$ cat config.mk
export PLATFORM = sky130hd
export DESIGN_NAME = ltc1668_dac_driver
export DESIGN_NICKNAME = d
export VERILOG_FILES = /design/src/rtl/ltc1668_dac_driver.sv
export SDC_FILE = /design/constraint.sdc
export NUM_CORES = 1
export LEC_CHECK = 0
export ABC_AREA = 1
export CAP_MARGIN = 20
export CORE_ASPECT_RATIO = 1.2
export CORE_UTILIZATION = 56
export DETAILED_ROUTE_END_ITERATION = 6
export PLACE_DENSITY = 0.79
export SYNTH_ARGS = -nofsm -noshare
export SYNTH_HDL_FRONTEND = slang
export SYNTH_SLANG_ARGS = --single-unit
export TNS_END_PERCENT = 20
$ cat constraint.sdc
create_clock -name clk -period 4.5 [get_ports clk]
set_clock_uncertainty 0.15 [all_clocks]
set_input_delay 0.675 -clock clk [delete_from_list [all_inputs] [get_ports clk]]
set_output_delay 0.675 -clock clk [all_outputs]
set_load 0.01 [all_outputs]
$ cat src/rtl/ltc1668_dac_driver.sv
// ltc1668_dac_driver: output stage between the NCO and the LTC1668 DAC.
// Holds the latest sample, applies ramped gain, offset and saturation,
// converts to offset binary and presents it on a divided, registered
// DAC update clock. A soft-mute ramp avoids output steps.
module ltc1668_dac_driver #(
   parameter int UPDATE_DIV = 4,
   parameter int RAMP_STEP  = 8
) (
   input  logic        clk,
   input  logic        reset_n,
   input  logic        in_valid,
   input  logic [15:0] in_data,
   input  logic [7:0]  gain,
   input  logic [15:0] offset,
   input  logic        mute,
   input  logic        clip_clr,
   output logic [15:0] dac_data,
   output logic        dac_clk,
   output logic        muted,
   output logic        clip
);

   localparam int DATA_W = 16;
   localparam int COEF_W = 8;
   localparam int PROD_W = DATA_W + COEF_W + 1;
   localparam int SUM_W  = DATA_W + 2;
   localparam int CNT_W  = $clog2(UPDATE_DIV);

   localparam logic [CNT_W-1:0] CNT_LAST  = CNT_W'(UPDATE_DIV - 1);
   localparam logic [CNT_W-1:0] CNT_HALF  = CNT_W'(UPDATE_DIV / 2);
   localparam logic [7:0]       RAMP_FULL = 8'd128;
   localparam logic [7:0]       STEP8     = 8'(RAMP_STEP);
   localparam logic signed [SUM_W-1:0] SAT_MAX = 18'sd32767;
   localparam logic signed [SUM_W-1:0] SAT_MIN = -18'sd32768;

   typedef enum logic [1:0] {
      ST_MUTED,
      ST_RAMP_UP,
      ST_RUN,
      ST_RAMP_DOWN
   } state_t;

   // Clamp an 18-bit sum to the 16-bit signed range.
   function automatic logic signed [DATA_W-1:0] sat16(input logic signed [SUM_W-1:0] v);
      if (v > SAT_MAX) begin
         return 16'sh7FFF;
      end else if (v < SAT_MIN) begin
         return 16'sh8000;
      end
      return v[DATA_W-1:0];
   endfunction

   // True when the 18-bit sum lies outside the 16-bit signed range.
   function automatic logic ovf16(input logic signed [SUM_W-1:0] v);
      return (v > SAT_MAX) || (v < SAT_MIN);
   endfunction

   state_t                     state_q, state_d;
   logic [7:0]                 ramp_q, ramp_d;
   logic [7:0]                 ramp_up_lvl, ramp_dn_lvl;
   logic [8:0]                 ramp_inc;
   logic [CNT_W-1:0]           cnt_q, cnt_d;
   logic                       wrap;
   logic                       dac_clk_q, dac_clk_d;
   logic signed [DATA_W-1:0]   hold_p0_q, hold_p0_d;
   logic [COEF_W-1:0]          eff_p0_q, eff_p0_d;
   logic [15:0]                gain_ramp;
   logic signed [PROD_W-1:0]   hold_ext, eff_ext;
   logic signed [PROD_W-1:0]   prod_p1_q, prod_p1_d;
   logic signed [SUM_W-1:0]    sum_w;
   logic signed [DATA_W-1:0]   sum_p2_q, sum_p2_d;
   logic                       clip_q, clip_d;
   logic [DATA_W-1:0]          dac_data_q, dac_data_d;

   assign wrap     = (cnt_q == CNT_LAST);
   assign dac_data = dac_data_q;
   assign dac_clk  = dac_clk_q;
   assign muted    = (state_q == ST_MUTED);
   assign clip     = clip_q;

   // Candidate ramp levels one step up / down, saturated at 128 and 0.
   always_comb begin
      ramp_inc    = {1'b0, ramp_q} + {1'b0, STEP8};
      ramp_up_lvl = (ramp_inc >= 9'd128) ? RAMP_FULL : ramp_inc[7:0];
      ramp_dn_lvl = (ramp_q <= STEP8) ? 8'd0 : (ramp_q - STEP8);
   end

   // Soft-mute next state: steps are taken only on wrap edges, and a change
   // of direction applies its first step on the same edge.
   always_comb begin
      state_d = state_q;
      ramp_d  = ramp_q;
      if (wrap) begin
         case (state_q)
            ST_MUTED: begin
               if (!mute) begin
                  ramp_d  = ramp_up_lvl;
                  state_d = (ramp_up_lvl == RAMP_FULL) ? ST_RUN : ST_RAMP_UP;
               end else begin
                  ramp_d  = 8'd0;
               end
            end
            ST_RAMP_UP, ST_RAMP_DOWN: begin
               if (mute) begin
                  ramp_d  = ramp_dn_lvl;
                  state_d = (ramp_dn_lvl == 8'd0) ? ST_MUTED : ST_RAMP_DOWN;
               end else begin
                  ramp_d  = ramp_up_lvl;
                  state_d = (ramp_up_lvl == RAMP_FULL) ? ST_RUN : ST_RAMP_UP;
               end
            end
            ST_RUN: begin
               if (mute) begin
                  ramp_d  = ramp_dn_lvl;
                  state_d = (ramp_dn_lvl == 8'd0) ? ST_MUTED : ST_RAMP_DOWN;
               end else begin
                  ramp_d  = RAMP_FULL;
               end
            end
            default: begin
               state_d = ST_MUTED;
               ramp_d  = 8'd0;
            end
         endcase
      end
   end

   // Soft-mute state and ramp level registers.
   always_ff @(posedge clk) begin
      if (!reset_n) begin
         state_q <= ST_MUTED;
         ramp_q  <= 8'd0;
      end else begin
         state_q <= state_d;
         ramp_q  <= ramp_d;
      end
   end

   // Divider, datapath stages, clip flag and DAC output next values.
   always_comb begin
      cnt_d     = wrap ? '0 : (cnt_q + CNT_W'(1));
      dac_clk_d = (cnt_d >= CNT_HALF);

      // p0: sample hold and effective gain
      hold_p0_d = in_valid ? in_data : hold_p0_q;
      gain_ramp = {8'd0, gain} * {8'd0, ramp_q};
      eff_p0_d  = COEF_W'(gain_ramp >> 7);

      // p1: signed 16 x unsigned 8 product
      hold_ext  = {{(PROD_W - DATA_W){hold_p0_q[DATA_W-1]}}, hold_p0_q};
      eff_ext   = {{(PROD_W - COEF_W){1'b0}}, eff_p0_q};
      prod_p1_d = hold_ext * eff_ext;

      // p2: rescale, add offset, saturate
      sum_w     = SUM_W'(prod_p1_q >>> 7) + {{(SUM_W - DATA_W){offset[DATA_W-1]}}, offset};
      sum_p2_d  = sat16(sum_w);
      clip_d    = ovf16(sum_w) ? 1'b1 : (clip_clr ? 1'b0 : clip_q);

      // out: offset-binary code, updated only on wrap edges
      dac_data_d = wrap ? (sum_p2_q ^ 16'h8000) : dac_data_q;
   end

   // Divider, pipeline and output registers; reset discards in-flight data.
   always_ff @(posedge clk) begin
      if (!reset_n) begin
         cnt_q      <= '0;
         dac_clk_q  <= 1'b0;
         hold_p0_q  <= '0;
         eff_p0_q   <= '0;
         prod_p1_q  <= '0;
         sum_p2_q   <= '0;
         clip_q     <= 1'b0;
         dac_data_q <= 16'h8000;
      end else begin
         cnt_q      <= cnt_d;
         dac_clk_q  <= dac_clk_d;
         hold_p0_q  <= hold_p0_d;
         eff_p0_q   <= eff_p0_d;
         prod_p1_q  <= prod_p1_d;
         sum_p2_q   <= sum_p2_d;
         clip_q     <= clip_d;
         dac_data_q <= dac_data_d;
      end
   end

endmodule

==> results.md <==
- Status: completed
- 1st-iter DRT viols: 631
- First-pass GRT wire length: 44600 um
- Initial antenna violation count: 0
- Clock net sink count: 87
- Post-DP HPWL: 20900 um
- Starting Density: 57.9%
- Final hold viol count: 0
- Post-synth EDFFs: 0
- Critical-path top delay cell: fa_1
- Crit share post-route: 97.7%
- Vias in the first global route: 10100
- Max frequency: 227 MHz
- Hold_buf cts: 0
- Metal3 WL: 1350 um
- Post-synthesis register bit count: 87
- H-Tree Depth: 3
- Total gr overflow: 0
- Setup Total Neg Slack: 0 ns
- CTS root buf: clkbuf_16
- Met2 wire length: 14700 um
- Fin util: 70.5%
- Post-synth top area share: 24.7%
- Crit path cell chain: buf_6 > buf_4 > nand2_1 > inv_1 > fa_1 > fa_1 > fa_1 > inv_1 > fa_1 > inv_1 > ha_4 > nand2_2 > buf_4 > nor2_1 > nand3_1 > nand2_2 > nand2_1 > nand3_1 > nand2_1 > nor2_2
- Later-pin clock latency in the skew report: 0.36 ns
- Worst r2r src: eff_p0_q[4]
- Placeable Area: 19100 um2
- Critical path type: register to register
- Synth area leader: fa_1
- Final WL: 27600 um
- Detailed Routing Iterations Pass 1: 7
- Most common flop cell mapped by yosys: dfxtp_1
- Layout fillers: 1460
- Largest net degree at the start of global routing: 61
- WHS: 0.268 ns
- Post-synthesis sequential area ratio: 15.8%
- CTS tree: yes
- Slowest stage delay, CP: 0.53 ns
- Hold depth: 1
- Height of the die: 156 um
- WHS Endpoint: cnt_q[0]
- Num ports: 64
- Post-Syn Area: 11000 um2
- Dpl cells: 1918
- Synth top cells by count: inv_1, nand2_1, fa_1, nor2_1, ha_1
- Worst R2R Path Depth: 20
- Hold path startpoint: cnt_q[0]
- Layout Area Growth over Synthesis: 21.6%
- Clock transition at path regs: 0.07 ns
- Max Cap Viol: 0
- Diodes inserted: 0
- Nets: 1962
- Port Buffers: 63
- FF-to-FF End: prod_p1_q[19]
- RSZ-0062 raised after global routing: yes
- Post-synthesis cell count: 1562
- Peak VDD IR: 0.000210 V
- DRC Markers: 0
- Minimum clock period: 4.40 ns
- Largest cells by area after synthesis: fa_1, dfxtp_1, inv_1
- Final setup vio count: 0
- Post-synth cell types: 42
- Hold crit path type: register to register
- Chip Width: 130 um
- Crit Path Max Fanout: 6
- Final std cells w/o fill: 1944
- Metal1 wirelength: 10500 um
- Core Rows: 55
- Clock tree buffer depth: 2
- Most common cell on crit path: fa_1
- Highest Signal Layer: met4
- Layout cell share with drive strength beyond 1: 16.1%
- Final ANT Viol Nets: 0
- Mapped Avg Cell Area: 7.07 um2
- Synth Net Count: 1841
- Vias: 10000
- Crit path launch type: register
- Slew Limit Fails: 0
- GRT Total Usage: 27.7%
- Count leader, synth: inv_1
- Leak: 7.69 nW
- Worst Max-Slew Pin Slew: 0.768 ns
- Rel. slew slack: 48.8%
- Cell area power density: 182 nW/um2
- Post-DR vias/cell: 5.15
- Critical path capture point type: register
- Final GP Congestion: 0.899
- R2R setup slack: 0.10 ns
- Req. time, crit path: 4.64 ns
- Ys Warns: 0
- Number of buffers created by CTS: 9
- Async SR Flop Fraction: 0%
- Wire length per cell: 14.2 um
- Critical Path AT: 4.54 ns
- Die area: 20300 um2
-- placed cells by master, fill, tap and decap left out, types with 51 or more instances in the layout --
| cell | instances |
|---|---|
| dfxtp_1 | 72 |
| inv_1 | 381 |
| nand3_1 | 51 |
| fa_1 | 132 |
| buf_4 | 99 |
| ha_1 | 81 |
| clkdlybuf4s50_1 | 55 |
| nor2_1 | 116 |
| a21oi_1 | 65 |
| nand2_1 | 340 |
-- sequential cells by signal, indices dropped and copies added, names as in the netlist --
| register | count |
|---|---|
| state_q | 2 |
| cnt_q | 2 |
| sum_p2_q | 16 |
| hold_p0_q | 16 |
| eff_p0_q | 8 |
| dac_data | 16 |
| clip | 1 |
| prod_p1_q | 18 |
| ramp_q | 8 |
-- layout make-up --
class | instances | area (um2) | area share (%)
inverter | 396 | 1490 | 11.1
clock inverter | 7 | 70.1 | 0.522
timing repair buffer | 171 | 1520 | 11.3
tap | 256 | 320 | 2.38
clock buffer | 9 | 225 | 1.68
multi-input combinational | 1018 | 8030 | 59.8
sequential | 87 | 1780 | 13.2
-- logic make-up (layout without fill, tap and decap cells) --
family | Yosys count | after routing | synth area share [%]
adders and majority gates | 234 | 234 | 35.8
and+or+nand+nor | 581 | 581 | 21.6
AOI/OAI and AO/OA | 178 | 178 | 9.00
DFF | 87 | 87 | 15.8
buffers and inverters | 457 | 583 | 15.9
xor gates and xnor gates | 25 | 25 | 1.98
-- per-stage QoR --
stage / cell area [um2] / worst slack (ns) / total power [mW]
6_report: 13400 / 0.104 / 2.44
5_1_grt: 13400 / -0.0760 / 2.58
4_1_cts: 12900 / -0.0120 / 2.39
3_5_place_dp: 12500 / -0.559 / 1.62
3_3_place_gp: 12500 / -0.464 / 1.60
2_1_floorplan: 11100 / 0.0442 / 1.37
-- worst max path at each step --
| stage | startpoint | end |
|---|---|---|
| 2_1_floorplan | eff_p0_q[2] | prod_p1_q[20] |
| 3_3_place_gp | gain[3] | eff_p0_q[5] |
| 3_5_place_dp | gain[3] | eff_p0_q[5] |
| 4_1_cts | eff_p0_q[2] | prod_p1_q[24] |
| 5_1_grt | eff_p0_q[4] | prod_p1_q[17] |
| 6_report | eff_p0_q[4] | prod_p1_q[19] |
-- power breakdown --
| group | leakage, nW | switching (mW) | internal [mW] |
|---|---|---|---|
| Sequential | 0.720 | 0.0565 | 0.833 |
| Clock | 0.142 | 0.372 | 0.392 |
| Combinational | 6.83 | 0.444 | 0.344 |
-- worst max-delay path: cells and delay by family, from the launching register on --
family / cells / cell delay [ns]
adders and majority gates: 5 / 2.27
buffers and inverters: 6 / 0.63
DFF: 1 / 0.39
and+or+nand+nor: 9 / 0.88
-- per-layer routing --
metal	vias up	GRT usage, %
li1	4870	-
met1	4762	30.3
met2	294	52.8
met3	94	3.57
met4	0	11.3
met5	-	0
-- what timing repair did --
item,4_1_cts,5_1_grt
setup buffers,0,9
setup endpoints to repair,21,22
gates resized for setup,23,128
cloned,0,1
pin swaps,3,49
Power figures use the tool's default switching activity.
